### config.mk
export PLATFORM = sky130hd
export DESIGN_NAME = sprite_fetcher_multi_flat
export DESIGN_NICKNAME = d
export VERILOG_FILES = /design/src/rtl/sprite_fetcher_multi_if.sv /design/src/rtl/sprite_fetcher_multi.sv /design/src/flat_wrapper.sv
export SDC_FILE = /design/constraint.sdc
export NUM_CORES = 1
export LEC_CHECK = 0
export ABC_CLOCK_PERIOD_IN_PS = 9750
export CAP_MARGIN = 15
export CORE_UTILIZATION = 40
export CTS_CLUSTER_DIAMETER = 30
export DETAILED_ROUTE_END_ITERATION = 16
export PLACE_DENSITY = 0.71
export RECOVER_POWER = 50
export SYNTH_ARGS = -nofsm -noshare
export SYNTH_HDL_FRONTEND = slang
export SYNTH_SLANG_ARGS = --single-unit
### constraint.sdc
create_clock -name clk_in -period 9.75 [get_ports clk_in]
set_input_delay 1.95 -clock clk_in [delete_from_list [all_inputs] [get_ports clk_in]]
set_output_delay 1.95 -clock clk_in [all_outputs]
set_load 0.02 [all_outputs]
### src/rtl/sprite_fetcher_multi_if.sv
// Bus bundle for the multi-sprite fetcher: line/scan inputs, shared memory port and FIFO push.
// master is the fetcher side; slave is the surrounding PPU (scan buffer, memory, sprite FIFO).
interface sprite_fetcher_multi_if #(
  parameter int unsigned X_MAX = 160,
  parameter int unsigned SLOTS = 10
);
  localparam int unsigned XW = $clog2(X_MAX);
  localparam int unsigned CW = $clog2(SLOTS + 1);

  logic                  tclk_in;
  logic                  line_start_in;
  logic [XW-1:0]         X_in;
  logic                  sprite_ena_in;
  logic                  tall_sprite_mode_in;
  logic [18*SLOTS-1:0]   sprite_buffer_in;
  logic [CW-1:0]         sprite_count_in;
  logic                  sprite_detected_out;
  logic                  mem_free_in;
  logic [15:0]           addr_out;
  logic                  addr_valid_out;
  logic [7:0]            data_in;
  logic                  data_valid_in;
  logic                  sprite_fifo_ready_in;
  logic                  valid_pixels_out;
  logic [15:0]           pixels_out;
  logic [7:0]            palette_out;
  logic [7:0]            priority_out;
  logic [3:0]            discard_out;

  modport master (
    input  tclk_in, line_start_in, X_in, sprite_ena_in, tall_sprite_mode_in,
    input  sprite_buffer_in, sprite_count_in, mem_free_in, data_in, data_valid_in,
    input  sprite_fifo_ready_in,
    output sprite_detected_out, addr_out, addr_valid_out, valid_pixels_out,
    output pixels_out, palette_out, priority_out, discard_out
  );

  modport slave (
    output tclk_in, line_start_in, X_in, sprite_ena_in, tall_sprite_mode_in,
    output sprite_buffer_in, sprite_count_in, mem_free_in, data_in, data_valid_in,
    output sprite_fifo_ready_in,
    input  sprite_detected_out, addr_out, addr_valid_out, valid_pixels_out,
    input  pixels_out, palette_out, priority_out, discard_out
  );
endinterface

### src/rtl/sprite_fetcher_multi.sv
// Multi-sprite PPU fetcher: services every line-buffer hit in slot order, reading tile, flags and
// two tile-row bytes over a shared memory port and pushing 8 decoded pixels into the sprite FIFO.
module sprite_fetcher_multi #(
  parameter int unsigned X_MAX   = 160,
  parameter int unsigned SLOTS   = 10,
  parameter int unsigned TIMEOUT = 4
) (
  input logic                    clk_in,
  input logic                    rst_n_in,
  sprite_fetcher_multi_if.master bus
);
  localparam int unsigned XW  = $clog2(X_MAX);
  localparam int unsigned CW  = $clog2(SLOTS + 1);
  localparam int unsigned SIW = (SLOTS > 1) ? $clog2(SLOTS) : 1;
  localparam int unsigned TW  = $clog2(TIMEOUT + 1);
  localparam int unsigned SW  = ((XW > 8) ? XW : 8) + 1;

  typedef enum logic [2:0] {
    StIdle, StReqTile, StReqFlags, StReqLo, StReqHi, StPush
  } state_e;

  state_e           state_q, state_d;
  logic [SLOTS-1:0] done_q, done_d;
  logic [TW-1:0]    timer_q, timer_d;
  logic [SIW-1:0]   slot_q, slot_d;
  logic [7:0]       sx_q, sx_d;
  logic [5:0]       oam_q, oam_d;
  logic [3:0]       row_q, row_d;
  logic [7:0]       tile_q, tile_d, flags_q, flags_d, lo_q, lo_d, hi_q, hi_d;
  logic             valid_q, valid_d;
  logic [15:0]      pixels_q, pixels_d;
  logic [7:0]       palette_q, palette_d, priority_q, priority_d;
  logic [3:0]       discard_q, discard_d;

  logic [SLOTS-1:0] slot_hit;
  logic             hit;
  logic [SIW-1:0]   hit_slot;
  logic [17:0]      hit_entry;
  logic             is_req, accept;
  logic [7:0]       byte_in, tile_eff;
  logic [3:0]       row_eff;
  logic [15:0]      oam_addr, vram_addr, addr;
  logic [15:0]      pix;

  // Compare at SW bits so sprites near the right edge do not wrap into a false miss.
  always_comb begin
    slot_hit = '0;
    for (int i = 0; i < SLOTS; i++) begin
      slot_hit[i] = (CW'(i) < bus.sprite_count_in) && bus.sprite_ena_in &&
                    (bus.sprite_buffer_in[18*i+10 +: 8] != 8'd0) &&
                    (SW'(bus.sprite_buffer_in[18*i+10 +: 8]) <= SW'(bus.X_in) + SW'(8)) &&
                    !done_q[i];
    end
  end

  always_comb begin
    hit       = 1'b0;
    hit_slot  = '0;
    hit_entry = '0;
    for (int i = 0; i < SLOTS; i++) begin
      if (slot_hit[i] && !hit) begin
        hit       = 1'b1;
        hit_slot  = SIW'(i);
        hit_entry = bus.sprite_buffer_in[18*i +: 18];
      end
    end
  end

  assign is_req  = (state_q == StReqTile) || (state_q == StReqFlags) ||
                   (state_q == StReqLo) || (state_q == StReqHi);
  assign accept  = bus.data_valid_in || (timer_q == TW'(TIMEOUT - 1));
  assign byte_in = bus.data_valid_in ? bus.data_in : 8'hFF;

  always_comb begin
    tile_eff = bus.tall_sprite_mode_in ? {tile_q[7:1], 1'b0} : tile_q;
    if (bus.tall_sprite_mode_in) begin
      row_eff = flags_q[6] ? 4'd15 - row_q : row_q;
    end else begin
      row_eff = {1'b0, flags_q[6] ? 3'd7 - row_q[2:0] : row_q[2:0]};
    end
    oam_addr  = 16'hFE02 + {8'h00, oam_q, 2'b00};
    vram_addr = 16'h8000 + {4'h0, tile_eff, 4'h0} + {11'h000, row_eff, 1'b0};
    unique case (state_q)
      StReqTile:  addr = oam_addr;
      StReqFlags: addr = oam_addr + 16'd1;
      StReqLo:    addr = vram_addr;
      StReqHi:    addr = vram_addr + 16'd1;
      default:    addr = 16'h0000;
    endcase
  end

  // Pixel 0 is the leftmost; without X-flip it comes from bit 7.
  always_comb begin
    pix = '0;
    for (int p = 0; p < 8; p++) begin
      pix[2*p +: 2] = flags_q[5] ? {hi_q[p], lo_q[p]} : {hi_q[7-p], lo_q[7-p]};
    end
  end

  always_comb begin
    state_d    = state_q;
    done_d     = done_q;
    timer_d    = timer_q;
    slot_d     = slot_q;
    sx_d       = sx_q;
    oam_d      = oam_q;
    row_d      = row_q;
    tile_d     = tile_q;
    flags_d    = flags_q;
    lo_d       = lo_q;
    hi_d       = hi_q;
    valid_d    = 1'b0;
    pixels_d   = pixels_q;
    palette_d  = palette_q;
    priority_d = priority_q;
    discard_d  = discard_q;
    if (bus.tclk_in) begin
      if (bus.line_start_in) begin
        state_d = StIdle;
        done_d  = '0;
        timer_d = '0;
      end else begin
        if (is_req) begin
          timer_d = accept ? '0 : timer_q + 1'b1;
        end
        unique case (state_q)
          StIdle: begin
            if (hit && bus.mem_free_in) begin
              state_d = StReqTile;
              slot_d  = hit_slot;
              sx_d    = hit_entry[17:10];
              oam_d   = hit_entry[9:4];
              row_d   = hit_entry[3:0];
              timer_d = '0;
            end
          end
          StReqTile: if (accept) begin
            tile_d  = byte_in;
            state_d = StReqFlags;
          end
          StReqFlags: if (accept) begin
            flags_d = byte_in;
            state_d = StReqLo;
          end
          StReqLo: if (accept) begin
            lo_d    = byte_in;
            state_d = StReqHi;
          end
          StReqHi: if (accept) begin
            hi_d    = byte_in;
            state_d = StPush;
          end
          StPush: begin
            if (bus.sprite_fifo_ready_in) begin
              valid_d         = 1'b1;
              pixels_d        = pix;
              palette_d       = {8{flags_q[4]}};
              priority_d      = {8{flags_q[7]}};
              discard_d       = (sx_q < 8'd8) ? 4'(8'd8 - sx_q) : 4'd0;
              done_d[slot_q]  = 1'b1;
              state_d         = StIdle;
            end
          end
          default: state_d = StIdle;
        endcase
      end
    end
  end

  always_ff @(posedge clk_in or negedge rst_n_in) begin
    if (!rst_n_in) begin
      state_q    <= StIdle;
      done_q     <= '0;
      timer_q    <= '0;
      slot_q     <= '0;
      sx_q       <= '0;
      oam_q      <= '0;
      row_q      <= '0;
      tile_q     <= '0;
      flags_q    <= '0;
      lo_q       <= '0;
      hi_q       <= '0;
      valid_q    <= 1'b0;
      pixels_q   <= '0;
      palette_q  <= '0;
      priority_q <= '0;
      discard_q  <= '0;
    end else begin
      state_q    <= state_d;
      done_q     <= done_d;
      timer_q    <= timer_d;
      slot_q     <= slot_d;
      sx_q       <= sx_d;
      oam_q      <= oam_d;
      row_q      <= row_d;
      tile_q     <= tile_d;
      flags_q    <= flags_d;
      lo_q       <= lo_d;
      hi_q       <= hi_d;
      valid_q    <= valid_d;
      pixels_q   <= pixels_d;
      palette_q  <= palette_d;
      priority_q <= priority_d;
      discard_q  <= discard_d;
    end
  end

  // Reset forces the stall flag low even though the hit test is combinational on the inputs.
  assign bus.sprite_detected_out = rst_n_in && (hit || (state_q != StIdle));
  assign bus.addr_out            = addr;
  assign bus.addr_valid_out      = is_req;
  assign bus.valid_pixels_out    = valid_q;
  assign bus.pixels_out          = pixels_q;
  assign bus.palette_out         = palette_q;
  assign bus.priority_out        = priority_q;
  assign bus.discard_out         = discard_q;
endmodule
### src/flat_wrapper.sv
// flat-port wrapper written by rule: the top's interface ports become plain ports
module sprite_fetcher_multi_flat 
#(
  parameter int unsigned X_MAX   = 160,
  parameter int unsigned SLOTS   = 10,
  parameter int unsigned TIMEOUT = 4
)
  (clk_in, rst_n_in, bus_tclk_in, bus_line_start_in, bus_X_in, bus_sprite_ena_in, bus_tall_sprite_mode_in, bus_sprite_buffer_in, bus_sprite_count_in, bus_mem_free_in, bus_data_in, bus_data_valid_in, bus_sprite_fifo_ready_in, bus_sprite_detected_out, bus_addr_out, bus_addr_valid_out, bus_valid_pixels_out, bus_pixels_out, bus_palette_out, bus_priority_out, bus_discard_out);
  sprite_fetcher_multi_if #(.X_MAX(X_MAX), .SLOTS(SLOTS)) bus_i ();
  input logic clk_in;
  input logic rst_n_in;
  input wire logic [$bits(bus_i.tclk_in)-1:0] bus_tclk_in;
  input wire logic [$bits(bus_i.line_start_in)-1:0] bus_line_start_in;
  input wire logic [$bits(bus_i.X_in)-1:0] bus_X_in;
  input wire logic [$bits(bus_i.sprite_ena_in)-1:0] bus_sprite_ena_in;
  input wire logic [$bits(bus_i.tall_sprite_mode_in)-1:0] bus_tall_sprite_mode_in;
  input wire logic [$bits(bus_i.sprite_buffer_in)-1:0] bus_sprite_buffer_in;
  input wire logic [$bits(bus_i.sprite_count_in)-1:0] bus_sprite_count_in;
  input wire logic [$bits(bus_i.mem_free_in)-1:0] bus_mem_free_in;
  input wire logic [$bits(bus_i.data_in)-1:0] bus_data_in;
  input wire logic [$bits(bus_i.data_valid_in)-1:0] bus_data_valid_in;
  input wire logic [$bits(bus_i.sprite_fifo_ready_in)-1:0] bus_sprite_fifo_ready_in;
  output wire logic [$bits(bus_i.sprite_detected_out)-1:0] bus_sprite_detected_out;
  output wire logic [$bits(bus_i.addr_out)-1:0] bus_addr_out;
  output wire logic [$bits(bus_i.addr_valid_out)-1:0] bus_addr_valid_out;
  output wire logic [$bits(bus_i.valid_pixels_out)-1:0] bus_valid_pixels_out;
  output wire logic [$bits(bus_i.pixels_out)-1:0] bus_pixels_out;
  output wire logic [$bits(bus_i.palette_out)-1:0] bus_palette_out;
  output wire logic [$bits(bus_i.priority_out)-1:0] bus_priority_out;
  output wire logic [$bits(bus_i.discard_out)-1:0] bus_discard_out;
  assign bus_i.tclk_in = bus_tclk_in;
  assign bus_i.line_start_in = bus_line_start_in;
  assign bus_i.X_in = bus_X_in;
  assign bus_i.sprite_ena_in = bus_sprite_ena_in;
  assign bus_i.tall_sprite_mode_in = bus_tall_sprite_mode_in;
  assign bus_i.sprite_buffer_in = bus_sprite_buffer_in;
  assign bus_i.sprite_count_in = bus_sprite_count_in;
  assign bus_i.mem_free_in = bus_mem_free_in;
  assign bus_i.data_in = bus_data_in;
  assign bus_i.data_valid_in = bus_data_valid_in;
  assign bus_i.sprite_fifo_ready_in = bus_sprite_fifo_ready_in;
  assign bus_sprite_detected_out = bus_i.sprite_detected_out;
  assign bus_addr_out = bus_i.addr_out;
  assign bus_addr_valid_out = bus_i.addr_valid_out;
  assign bus_valid_pixels_out = bus_i.valid_pixels_out;
  assign bus_pixels_out = bus_i.pixels_out;
  assign bus_palette_out = bus_i.palette_out;
  assign bus_priority_out = bus_i.priority_out;
  assign bus_discard_out = bus_i.discard_out;
  sprite_fetcher_multi #(.X_MAX(X_MAX), .SLOTS(SLOTS), .TIMEOUT(TIMEOUT)) u_core (.clk_in(clk_in), .rst_n_in(rst_n_in), .bus(bus_i));
endmodule
; After elaboration in Yosys (flattened, before gate mapping)
; Cells that the tools add are included.
[op_classes]
n_addsub = 10
mul = 0
div_mod_pow = 0
n_lt_le_gt_ge = 23
eq_ne = 12
shift = 0
n_mux = 66
bitwise = 2
n_reduce_logical = 98
[op_table]
columns = op, count
row1 = two-way mux 18 bit, 10
row2 = less-or-equal comparator 8 x 9 -> 1 bit, 10
row3 = nonzero test 8 bit, 10
row4 = one-hot mux 16 bit (4 select lines), 1
row5 = logical AND 1 bit, 52
row6 = two-way mux 3 bit, 17
row7 = adder 16 x 1 -> 16 bit (second input constant), 2
row8 = two-way mux 10 bit, 3
row9 = AND reduction 4 bit, 6
row10 = two-way mux 2 bit, 10
row11 = two-way mux 4 bit, 5
row12 = zero test 1 bit, 19
row13 = one-hot mux 3 bit (6 select lines), 1
row14 = two-way mux 1 bit, 17
row15 = adder 16 x 12 -> 16 bit (first input constant), 1
row16 = adder 16 x 5 -> 16 bit, 1
row17 = < comparator 3 x 4 -> 1 bit (first input constant), 4
row18 = != test 3 x 2 -> 1 bit (second input constant), 5
row19 = adder 10 x 9 -> 11 bit (first input constant), 1
row20 = bitwise OR 10 bit, 1
row21 = adder 8 x 4 -> 9 bit (second input constant), 1
row22 = equality test 3 x 2 -> 1 bit (second input constant), 3
row23 = < comparator 1 x 4 -> 1 bit (first input constant), 2
row24 = < comparator 2 x 4 -> 1 bit (first input constant), 2
row25 = 19 further kinds, 27
[word_totals]
register_bits = 93
latch_bits = 0
mem_bits_rw = 0
mem_bits_ro = 0
inputBits = 209
out_inout_bits = 55
wordCells = 227
memories = 0

; Depth between registers and ports, before layout
[logic_depth]
depth_word = 37
ltp_mapped = 17
mapped_depth_nobuf = 13

; Worst setup path after synthesis
; Ideal clock, no wire load.
[synth_path]
kind = input to output
startpoint = input port bus_X_in[6]
endpoint = output port bus_sprite_detected_out
arrival_ns = 5.082
t_required_ns = 7.800
path_slack_ns = 2.718
cell_stages = 13
n_path_buf = 3
path_cell_list = buf_2 buf_2 nand3_1 xor2_1 ha_1 o21ai_0 nor2_1 a2111oi_0 o21a_1 nand2b_1 clkbuf_1 nor3_1 a21boi_0
[synth_between]
elab_chain_len = 34
word_cells_on_any_way = 61
classes_between = 1 x add/sub / 10 x order compare / 10 x mux / 40 x reduce/logical
[synth_lines]
columns = item, line
row1 = "start, declared", flat_wrapper.sv:14  ; input wire logic [$bits(bus_i.X_in)-1:0] bus_X_in;
row2 = adder 8 x 4 -> 9 bit (*), sprite_fetcher_multi.sv:51  ; (SW'(bus.sprite_buffer_in[18*i+10 +: 8]) <= SW'(bus.X_in) + SW'(8)) &&
row3 = less-or-equal comparator 8 x 9 -> 1 bit, sprite_fetcher_multi.sv:51
row4 = logical AND 1 bit, sprite_fetcher_multi.sv:50  ; (bus.sprite_buffer_in[18*i+10 +: 8] != 8'd0) &&
row5 = logical AND 1 bit, sprite_fetcher_multi.sv:51
row6 = two-way mux 1 bit, sprite_fetcher_multi.sv:61  ; if (slot_hit[i] && !hit) begin
row7 = zero test 1 bit, sprite_fetcher_multi.sv:61
row8 = logical AND 1 bit, sprite_fetcher_multi.sv:61
row9 = two-way mux 1 bit, sprite_fetcher_multi.sv:61
row10 = (+18 left out), -
row11 = zero test 1 bit, sprite_fetcher_multi.sv:61
row12 = logical AND 1 bit, sprite_fetcher_multi.sv:61
row13 = two-way mux 1 bit, sprite_fetcher_multi.sv:61
row14 = zero test 1 bit, sprite_fetcher_multi.sv:61
row15 = logical AND 1 bit, sprite_fetcher_multi.sv:61
row16 = two-way mux 1 bit (*), sprite_fetcher_multi.sv:61
row17 = logical OR 1 bit (*), sprite_fetcher_multi.sv:209  ; assign bus.sprite_detected_out = rst_n_in && (hit || (state_q != StIdle));
row18 = logical AND 1 bit (*), sprite_fetcher_multi.sv:209
row19 = "end, declared", flat_wrapper.sv:23  ; output wire logic [$bits(bus_i.sprite_detected_out)-1:0] bus_sprite_detected_out;
; Mark *: on every way between the ends. The rest lies on a longest branch, timed or not.

; Worst setup path after layout
[layout_path]
startpoint = input port bus_X_in[3]
endpoint = output port bus_sprite_detected_out
; Same word-level chain as after synthesis.

==> flow_summary.json <==
{
  "outcome": "complete, but fails checks",
  "violations": "capacitance limit, slew limit",
  "fp.dieH_um": 145,
  "grt_first_pass_wirelength_um": 48800,
  "wl_per_cell_um": 21.8,
  "grt_max_degree": 60,
  "nets": 1511,
  "worstMarginPinSlew_ns": 3.14,
  "gp_congestion": 0.973,
  "place_hpwl_um": 26300,
  "vias": 9066,
  "yosys-top-cells-area": "dfrtp_1, ha_1, nor2_1, a21oi_1, o21ai_0",
  "total_power_mw": 1.91,
  "final_common_cell": "clkdlybuf4s50_1",
  "ir_worst_vdd_mv": 0.103,
  "skew_ns": 0.00831,
  "grt_setup_unrepaired": "no",
  "synth-edff-count": 0,
  "min_period_ns": 8.21,
  "yosysUniqueCellTypes": 83,
  "syn_avg_cell_area_um2": 8.17,
  "hold_violations": 0,
  "synth-async-reset-ratio_pct": 100,
  "yosys_register_bits": 89,
  "layout_common_cells": "clkdlybuf4s50_1, nor2_1, dfrtp_1, ha_1, nand2_1",
  "crit_arrival_ns": 6.26,
  "cts-htree-levels": 3,
  "rrSetupSlack_ns": 5.73,
  "cts_hold_buffers": 0,
  "multiInputGateArea_mm2": 0.00539,
  "drive_gt1_share_pct": 3.91,
  "die_area_mm2": 0.0210,
  "cts_buffer_depth": 2,
  "clock_latency_ns": 0.34,
  "die_x_um": 145,
  "drt_first_iter_violations": 570,
  "syn_area_mm2": 0.00816,
  "detail-route-antenna-nets": 0,
  "cts_inserted_buffers": 9,
  "path_max_fanout": 14,
  "cts_tree": "built",
  "port_buffers": 263,
  "start_util_pct": 41.4,
  "setup_viol": 0,
  "fillerInstances": 1834,
  "p_per_area_mw_per_mm2": 171,
  "register_area_mm2": 0.00223,
  "clockRootBuffer": "clkbuf_16",
  "antenna_found_initial": 4,
  "syn_nets": 1286,
  "utilization_pct": 56.8,
  "grtUsageTotal_pct": 31.5,
  "fmax_ghz": 0.122,
  "route.detailed.drc": 0,
  "drt_wl_total_um": 32600,
  "stdcell_count": 1495,
  "fp.coreArea_mm2": 0.0197,
  "gr-total-overflow": 0,
  "max_slew_margin_pct": -109,
  "worstSetupPathType": "in -> out",
  "ctsResizeCount": 0,
  "synth-warning-count": 0,
  "clock-sinks": 89,
  "yosys.area.top_type": "dfrtp_1",
  "min_period_over_period_pct": 84.2,
  "pin_count": 264,
  "syn_inst": 999,
  "synth-main-ff-cell": "dfrtp_1",
  "worst_hold_slack_ns": 0.479,
  "grt_pass1_vias": 8741,
  "r2r-end": "u_core.row_q[3]$_DFFE_PN0P_",
  "p_leak_nw": 4.77,
  "num_rows": 51,
  "path_clk_slew_ns": 0.07,
  "cap_violations": 2,
  "yosysTopAreaCellShare_pct": 27.3,
  "postCtsSetupBuffers": 0,
  "drv_slew": 93,
  "endpoint": "bus_sprite_detected_out",
  "critPathLaunchType": "input port",
  "syn2layout_area_growth_pct": 37.2,
  "critPathLaunch": "bus_X_in[3]",
  "end_kind": "output port",
  "hold_class": "reg -> reg",
  "cp.required_ns": 7.80,
  "dpl.cell_count": 1478,
  "reg2reg_depth": 10,
  "dr.pass1.iters": 5,
  "ys_seq_area_share_pct": 27.3,
  "tns_ns": 0,
  "avgViaCountPerCell": 6.06,
  "reg2reg_from": "u_core.done_q[2]$_DFFE_PN0P_"
}
==> synth_stat cells (all sizes together) (8+ instances only) <==
library cell  count
xnor2            10
nand2b           18
a211oi           17
o21ai            64
nor3             18
a221oi           13
nor2b            20
inv              56
nor4             24
a22o             15
clkbuf           29
a21oi            67
nand3            25
nand4            15
a31oi            10
nor2            121
a22oi             9
mux2i            21
dfrtp            89
o21a              8
o221ai            8
ha               78
nand2            69
a2111oi          16
buf              37
a211o            16
o22ai             9
==> critical path, cell delays in order <==
cell	delay, ns
clkdlybuf4s50_1	0.45
buf_4	0.25
nand3_2	0.26
xnor2_2	0.33
inv_2	0.18
ha_1	0.36
o21a_1	0.14
o21ai_0	0.09
a221oi_1	0.51
nor4_4	0.08
nor4_4	0.36
nand4_2	0.19
nor3_1	0.37
a21boi_0	0.17
clkdlybuf4s50_1	0.57
==> sequential cells by signal (all words and copies together) (netlist names) <==
name                         count
u_core.bus.pixels_out           16
u_core.done_q                   10
u_core.hi_q                      8
u_core.lo_q                      8
u_core.sx_q                      8
u_core.tile_q                    8
u_core.oam_q                     6
u_core.bus.discard_out           4
u_core.flags_q                   4
u_core.row_q                     4
u_core.slot_q                    4
u_core.state_q                   3
u_core.timer_q                   3
u_core.bus.palette_out           1
u_core.bus.priority_out          1
u_core.bus.valid_pixels_out      1
==> cell families (layout without fill, tap and decap cells) <==
logic type | after synthesis | after routing | share of synthesized area [%]
and+or+nand+nor | 342 | 342 | 20.6
xor gates and xnor gates | 17 | 17 | 2.08
AOI/OAI and AO/OA | 327 | 327 | 28.2
other | 0 | 1 | 0
adders and majority gates | 78 | 78 | 12.0
DFF | 89 | 89 | 27.3
buffers and inverters | 123 | 353 | 6.97
muxes | 23 | 23 | 2.85
==> worst min path at each step <==
stage,cells after the start,endpoint,startpoint,slack (ns)
5_1_grt,2,u_core.bus.palette_out[0]$_DFFE_PN0P_,u_core.flags_q[4]$_DFFE_PN0P_,0.51
3_5_place_dp,2,u_core.bus.palette_out[0]$_DFFE_PN0P_,u_core.flags_q[4]$_DFFE_PN0P_,0.47
6_report,2,u_core.bus.pixels_out[10]$_DFFE_PN0P_,u_core.bus.pixels_out[10]$_DFFE_PN0P_,0.48
3_3_place_gp,2,u_core.bus.pixels_out[8]$_DFFE_PN0P_,u_core.bus.pixels_out[8]$_DFFE_PN0P_,0.46
2_1_floorplan,2,u_core.bus.palette_out[0]$_DFFE_PN0P_,u_core.flags_q[4]$_DFFE_PN0P_,0.44
4_1_cts,2,u_core.bus.palette_out[0]$_DFFE_PN0P_,u_core.flags_q[4]$_DFFE_PN0P_,0.48
==> metal layers <==
layer,GRT usage [%],part of all wire (%),vias to the layer above
li1,-,-,4195
met4,15.1,4.7,2
met5,0,0.034,-
met1,38.2,40,4266
met3,7.01,9.5,93
met2,52.9,46,510
==> final cells by class <==
cell class              count  share of cell area, %
multi-input cells         787                   48.1
repair buffers            280                   24.4
flip-flops and latches     89                   19.9
well taps                 265                   2.96
clock buffers               9                   2.01
inverters                  57                   1.91
clock inverters             7                  0.681
diodes                      1                 0.0223
==> power by group <==
group          total (mW)  leakage (nW)  internal (mW)  switching, mW
combinational       0.951          3.46          0.432          0.519
clock               0.354         0.148          0.201          0.153
sequential          0.605          1.16          0.484          0.121
==> through the flow <==
stage	setup WS, ns	instance area (um2)
floorplan	2.72	8160
global placement	1.74	10900
detailed placement	1.61	10900
CTS	1.58	11200
global route	1.29	11200
finish	1.54	11200
(Power assumes the default switching activity.)
